$ cat config.mk
export PLATFORM = sky130hd
export DESIGN_NAME = execute_cycle
export DESIGN_NICKNAME = d
export VERILOG_FILES = /design/src/rtl/execute_cycle.sv
export SDC_FILE = /design/constraint.sdc
export NUM_CORES = 1
export LEC_CHECK = 0
export BUFFER_PORTS_ARGS = -buffer_cell sky130_fd_sc_hd__buf_2
export CAP_MARGIN = 5
export CORE_ASPECT_RATIO = 1.25
export CORE_MARGIN = 4
export CORE_UTILIZATION = 35
export DETAILED_ROUTE_END_ITERATION = 16
export HOLD_SLACK_MARGIN = 0.1
export SLEW_MARGIN = 10
export SYNTH_ARGS = -nofsm -noshare
export SYNTH_HDL_FRONTEND = slang
export SYNTH_SLANG_ARGS = --single-unit
$ cat constraint.sdc
create_clock -name clk -period 0.8 [get_ports clk]
set_input_delay 0.2 -clock clk [delete_from_list [all_inputs] [get_ports clk]]
set_output_delay 0.2 -clock clk [all_outputs]
set_load 0.1 [all_outputs]
$ cat src/rtl/execute_cycle.sv
// -----------------------------------------------------------------------------
// execute_cycle : EX stage of the 5-stage pipeline, feeding the memory stage.
//
// Computes the ALU result from decoded operands and registers result, controls,
// store data and destination index into the EX/MEM pipeline register.
//
// Build option: define EXEC_MUL_EN to add a 32-step iterative shift-add
// multiplier (ALU_Op 10). While it runs, Stall holds decode and bubbles
// are written into EX/MEM. Without EXEC_MUL_EN, op 10 yields 0, Stall is
// tied low and every op completes in one cycle.
//
// Ports
//   clk, rst                 clock, asynchronous active-low reset
//   Valid_in, Flush          instruction valid / kill instruction in EX
//   RegW, Mem_R, Mem_W, WB   control bits from decode
//   ALU_Op, ALU_Src          operation select, B-operand select (1 = Imm)
//   Src1, Src2, Imm, Rd1     operands, immediate, destination index
//   Stall                    upstream must hold its outputs (combinational)
//   RegW_out .. WB_out       registered controls to memory stage
//   Alu_Res, Data_in, Rd2    registered result/address, store data, dest index
// -----------------------------------------------------------------------------
module execute_cycle #(
  parameter int XLEN       = 32,
  parameter int REG_ADDR_W = 5
) (
  input  logic                  clk,
  input  logic                  rst,
  input  logic                  Valid_in,
  input  logic                  Flush,
  input  logic                  RegW,
  input  logic                  Mem_R,
  input  logic                  Mem_W,
  input  logic                  WB,
  input  logic [3:0]            ALU_Op,
  input  logic                  ALU_Src,
  input  logic [XLEN-1:0]       Src1,
  input  logic [XLEN-1:0]       Src2,
  input  logic [XLEN-1:0]       Imm,
  input  logic [REG_ADDR_W-1:0] Rd1,
  output logic                  Stall,
  output logic                  RegW_out,
  output logic                  Mem_R_out,
  output logic                  Mem_W_out,
  output logic                  WB_out,
  output logic [XLEN-1:0]       Alu_Res,
  output logic [XLEN-1:0]       Data_in,
  output logic [REG_ADDR_W-1:0] Rd2
);

  localparam int SHW = $clog2(XLEN);

  localparam logic [3:0] OP_ADD  = 4'd0;
  localparam logic [3:0] OP_SUB  = 4'd1;
  localparam logic [3:0] OP_AND  = 4'd2;
  localparam logic [3:0] OP_OR   = 4'd3;
  localparam logic [3:0] OP_XOR  = 4'd4;
  localparam logic [3:0] OP_SLL  = 4'd5;
  localparam logic [3:0] OP_SRL  = 4'd6;
  localparam logic [3:0] OP_SRA  = 4'd7;
  localparam logic [3:0] OP_SLT  = 4'd8;
  localparam logic [3:0] OP_SLTU = 4'd9;

  // EX/MEM pipeline register contents; all-zero is a bubble.
  typedef struct packed {
    logic                  regw;
    logic                  memr;
    logic                  memw;
    logic                  wb;
    logic [XLEN-1:0]       res;
    logic [XLEN-1:0]       data;
    logic [REG_ADDR_W-1:0] rd;
  } exmem_t;

  logic [XLEN-1:0] op_b;
  logic [SHW-1:0]  shamt;
  logic [XLEN-1:0] alu_res;
  exmem_t          alu_ex;
  exmem_t          exmem_d;
  exmem_t          exmem_q;

  assign op_b  = ALU_Src ? Imm : Src2;
  assign shamt = op_b[SHW-1:0];

  // ---------------------------------------------------------------------------
  // Single-cycle ALU. Op 10 (and unused codes) fall to 0 here; in the
  // multiplier build the product comes from the iterative path instead.
  // ---------------------------------------------------------------------------
  always_comb begin
    alu_res = '0;
    case (ALU_Op)
      OP_ADD:  alu_res = Src1 + op_b;
      OP_SUB:  alu_res = Src1 - op_b;
      OP_AND:  alu_res = Src1 & op_b;
      OP_OR:   alu_res = Src1 | op_b;
      OP_XOR:  alu_res = Src1 ^ op_b;
      OP_SLL:  alu_res = Src1 << shamt;
      OP_SRL:  alu_res = Src1 >> shamt;
      OP_SRA:  alu_res = $unsigned($signed(Src1) >>> shamt);
      OP_SLT:  alu_res = {{(XLEN-1){1'b0}}, ($signed(Src1) < $signed(op_b))};
      OP_SLTU: alu_res = {{(XLEN-1){1'b0}}, (Src1 < op_b)};
      default: alu_res = '0;
    endcase
  end

  always_comb begin
    alu_ex      = '0;
    alu_ex.regw = RegW;
    alu_ex.memr = Mem_R;
    alu_ex.memw = Mem_W;
    alu_ex.wb   = WB;
    alu_ex.res  = alu_res;
    alu_ex.data = Src2;
    alu_ex.rd   = Rd1;
  end

`ifdef EXEC_MUL_EN
  localparam logic [3:0] OP_MUL = 4'd10;

  typedef enum logic [1:0] {IDLE, BUSY, DONE} state_e;

  state_e          state_q, state_d;
  logic            start;
  logic [SHW-1:0]  cnt_q;
  logic [XLEN-1:0] acc_q;
  logic [XLEN-1:0] mcand_q;
  logic [XLEN-1:0] mplier_q;
  exmem_t          mul_ex_q;   // MUL's controls/rd/store data, held for DONE

  // Next state and Stall. Flush (and reset) override every state: no start,
  // no stall, straight back to IDLE.
  always_comb begin
    state_d = state_q;
    start   = 1'b0;
    Stall   = 1'b0;
    case (state_q)
      IDLE: begin
        if (Valid_in && (ALU_Op == OP_MUL)) begin
          start   = 1'b1;
          Stall   = 1'b1;
          state_d = BUSY;
        end
      end
      BUSY: begin
        Stall = 1'b1;
        if (cnt_q == SHW'(XLEN-1)) state_d = DONE;
      end
      DONE:    state_d = IDLE;   // product written this edge; no new start
      default: state_d = IDLE;
    endcase
    if (Flush || !rst) begin
      start   = 1'b0;
      Stall   = 1'b0;
      state_d = IDLE;
    end
  end

  always_ff @(posedge clk or negedge rst) begin
    if (!rst) state_q <= IDLE;
    else      state_q <= state_d;
  end

  // Shift-add datapath: multiplicand walks left, multiplier walks right,
  // accumulator keeps the low XLEN bits of the running product.
  always_ff @(posedge clk or negedge rst) begin
    if (!rst) begin
      cnt_q    <= '0;
      acc_q    <= '0;
      mcand_q  <= '0;
      mplier_q <= '0;
      mul_ex_q <= '0;
    end else if (start) begin
      cnt_q    <= '0;
      acc_q    <= '0;
      mcand_q  <= Src1;
      mplier_q <= op_b;
      mul_ex_q <= alu_ex;
    end else if (Flush) begin
      cnt_q    <= '0;
    end else if (state_q == BUSY) begin
      if (mplier_q[0]) acc_q <= acc_q + mcand_q;
      mcand_q  <= mcand_q << 1;
      mplier_q <= mplier_q >> 1;
      cnt_q    <= cnt_q + SHW'(1);
    end
  end

  // EX/MEM input: start and BUSY cycles write bubbles, DONE writes the product.
  always_comb begin
    exmem_d = '0;
    if (Flush) begin
      exmem_d = '0;
    end else if (state_q == DONE) begin
      exmem_d     = mul_ex_q;
      exmem_d.res = acc_q;
    end else if ((state_q == IDLE) && !start && Valid_in) begin
      exmem_d = alu_ex;
    end
  end
`else
  assign Stall = 1'b0;

  always_comb begin
    exmem_d = '0;
    if (Valid_in && !Flush) exmem_d = alu_ex;
  end
`endif

  // EX/MEM pipeline register
  always_ff @(posedge clk or negedge rst) begin
    if (!rst) exmem_q <= '0;
    else      exmem_q <= exmem_d;
  end

  assign RegW_out  = exmem_q.regw;
  assign Mem_R_out = exmem_q.memr;
  assign Mem_W_out = exmem_q.memw;
  assign WB_out    = exmem_q.wb;
  assign Alu_Res   = exmem_q.res;
  assign Data_in   = exmem_q.data;
  assign Rd2       = exmem_q.rd;

endmodule
==> qor.csv <==
stage;metric;value;unit
run_status;status;complete, but fails checks;
run_status;failing checks;setup timing;
floorplan;IO Count;188;
timing;Hold Violations, Final;0;
timing;period utilization;3.796;
drt;# DRC;0;
logic_synthesis;Post-synth EDFFs;0;
critical_path;WP data required;1.05;ns
logic_synthesis;Cell Area, Synth;11440;µm²
timing;Final Slew Violations;0;
logic_synthesis;Mapped Cells;1516;
timing;worst hold margin;0.1581;ns
grt;initial antenna violation count;0;
power_and_ir_drop;Sw Ratio;0.4320;
layout;filler instances;2535;
grt;Overflow after GRT;0;
logic_synthesis;top cells by count, synth;nand2_1 (161), a21oi_1 (141), nor2_1 (140);
clocking;CTS root buffer;clkbuf_16;
power_and_ir_drop;Power Dens Cells;1250;nW/µm²
drt;via count;16200;
grt;largest net degree at the start of global routing;56;
clocking;clock buffer depth;2;
placed_design;gpl congestion;1.101;
floorplan;row count;73;
drt;routed length per instance;26.32;µm
timing;final setup violation count;105;
floorplan;Die H;210.1;µm
timing;Worst-Margin Slew;0.8142;ns
drt;DR pass1 iterations;6;
power_and_ir_drop;peak supply drop;0.0009590;V
layout;share of cells above drive strength 1;0.5393;
floorplan;die area;35660;µm²
worst_hold_path;Hold Path Class;in2reg;
logic_synthesis;Synth warnings;0;
clocking;TritonCTS clock tree;built;
logic_synthesis;register area share after synthesis;0.1597;
critical_path;CP Class;in2reg;
power_and_ir_drop;Pleak;9.651;nW
timing;Final Critical Period;3.036;ns
power_and_ir_drop;P_int;0.01549;W
logic_synthesis;Avg Cell Area, Syn;7.546;µm²
run;max-cap violations;0;
critical_path;crit start category;input port;
logic_synthesis;Synth cell types;87;
drt;starting DRC count in detailed routing;1761;
clocking;htree depth;3;
timing;PnR worst setup slack;-2.236;ns
placed_design;DP Wirelength;54.10;mm
floorplan;core area;32060;µm²
clocking;Clock Sinks;73;
clocking;clock-pin transition on the worst setup and hold timing paths;0.07;ns
power_and_ir_drop;sequential share of power;0.149;
layout;Layout area overhead;90.74;%
power_and_ir_drop;Power, Total;0.02728;W
logic_synthesis;top post-synthesis cells by area;dfrtp_1 (16%), ha_1 (11%), mux2i_1 (8.7%), mux4_2 (6.5%), a21oi_1 (6.2%);
timing;fmax;329.3;MHz
drt;antenna viol nets, final;0;
drt;WL final;70.50;mm
logic_synthesis;area leader, netlist;dfrtp_1;
power_and_ir_drop;total net switching power;0.01178;W
critical_path;arrival time worst endpoint;3.29;ns
layout;Final nets;2475;
layout;non-filler instance count after layout;2678;
logic_synthesis;syn_nets;1730;
logic_synthesis;cell with the most instances after synthesis;nand2_1;
logic_synthesis;share of the synthesized area in the top cell type;0.1597;
logic_synthesis;top_reg_cell synth;dfrtp_1;
logic_synthesis;Synth Register Bits;73;
drt;Via density;6.051;
critical_path;CP Capture Type;flip-flop;
placed_design;placed cells;2548;
power_and_ir_drop;Clk network pwr share;0.203;
grt;vias in the first global route;16260;
logic_synthesis;Async SR Flop Fraction;1.000;
floorplan;Die W;169.7;µm
power_and_ir_drop;logic gate share of total power;0.648;
timing;unrepaired setup endpoints after global routing;yes;
grt;GRT Total Usage;0.3736;
placed_design;I/O Buffers;186;
floorplan;starting density of the core;0.3568;
layout;Diodes inserted;0;
clocking;cts bufs inserted;9;
grt;first-pass GRT wire length;101.1;mm
critical_path;CP max FO;7;
timing;relative slew slack;0.4572;
-- metal layers --
layer,vias to the layer above,GRT usage,part of all wire
li1,7098,-,-
met1,7828,0.4350,0.35
met2,963,0.6357,0.48
met3,315,0.05702,0.077
met4,0,0.2410,0.086
met5,-,0,0
-- critical path, stage by stage --
cell      delay (ns)
buf_8           0.09
buf_12          0.13
buf_6           0.10
mux2i_4         0.34
ha_4            0.27
buf_6           0.13
o211ai_1        0.18
o21a_2          0.22
a211oi_4        0.09
o21ai_1         0.18
buf_4           0.17
a211oi_4        0.06
o32a_1          0.45
a211o_1         0.33
a221oi_2        0.23
a31oi_1         0.11
-- cell usage in the layout (no fill, tap or decap), drive strengths merged, types with 5 or more instances in the layout --
cell type    Yosys  routed
inv             99     100
a31o             5       5
and3            13      13
a21boi           5       5
ha              98      98
nand2b           6       6
a211oi          29      29
a41oi            5       5
dfrtp           73      73
and2            43      43
nor2           140     140
nand4           10      10
mux2i          102     102
o311ai           5       5
dlygate4sd3      0      37
nor4             9       9
xnor2           12      12
o21ai           78      78
or3              7       7
clkbuf          74      15
a221oi          24      24
a2111oi          5       5
o221ai          18      18
o31ai           11      11
o21bai          10      10
mux4            34      34
a21o            19      19
a31oi           37      37
buf             41     805
nand2          161     161
a21oi          141     141
o211ai          27      27
a221o            8       8
a311oi           7       7
o22ai           15      15
nand3           33      33
nor3            35      35
nor2b            9       9
-- path summary, 6_finish.rpt --
kind	startpoint	to	slack (ns)	cells past startpoint
min in group asynchronous	rst	Alu_Res[4]	0.31	3
max in group asynchronous	rst	Alu_Res[19]	0.16	3
min	Src2[17]	Data_in[17]	0.16	3
max	ALU_Src	Alu_Res[27]	-2.24	16
-- state kept, by name, indices dropped and copies added (netlist names) --
| register | flops |
|---|---|
| Alu_Res | 32 |
| Data_in | 32 |
| Mem_R_out | 1 |
| Mem_W_out | 1 |
| Rd2 | 5 |
| RegW_out | 1 |
| WB_out | 1 |
-- power groups by stage --
stage               logic [W]  registers [W]  clock network [W]
floorplan             0.00599        0.00515                  0
CTS                    0.0157        0.00405            0.00566
detailed placement     0.0141        0.00414                  0
global route           0.0184        0.00407            0.00578
finish                 0.0177        0.00405            0.00555
global placement       0.0140        0.00413                  0
-- layout make-up --
class / instances / area, µm² / share of cell area
Clock buffer: 10 / 239.0 / 0.01095
Tap cell: 412 / 515.5 / 0.02363
Timing Repair Buffer: 849 / 7780 / 0.3566
Inverter: 100 / 385.4 / 0.01766
Multi-Input combinational cell: 1228 / 10660 / 0.4886
Sequential cell: 73 / 2101 / 0.09628
Clock inverter: 6 / 137.6 / 0.006308
-- per-stage QoR --
step | TNS [ns] | worst slack (ns) | cell area (µm²) | utilization
global route | -97.67 | -2.287 | 21820 | 0.6806
detailed placement | -96.64 | -2.810 | 18210 | 0.5681
CTS | -96.17 | -2.216 | 20430 | 0.6372
finish | -94.31 | -2.236 | 21820 | 0.6806
floorplan | -72.86 | -2.600 | 12040 | -
global placement | -95.36 | -2.826 | 18210 | 0.5681
-- kinds of logic after synthesis --
family / Yosys count / synth area share
AOI/OAI and AO/OA: 494 / 0.2892
and+or+nand+nor: 483 / 0.1936
buffers and inverters: 215 / 0.07689
muxes: 137 / 0.1597
adders and majority gates: 100 / 0.1107
DFF: 73 / 0.1597
xor gates and xnor gates: 13 / 0.009953
other: 1 / 0.0003278
-- timing repair --
item,4_1_cts,5_1_grt
setup buffers,36,48
hold buffers,37,0
hold endpoints to repair,109,0
gates cloned,2,3
resized for setup,244,226
endpoints found under the setup margin,105,116
pin swaps,74,93
(Power assumes the default switching activity.)
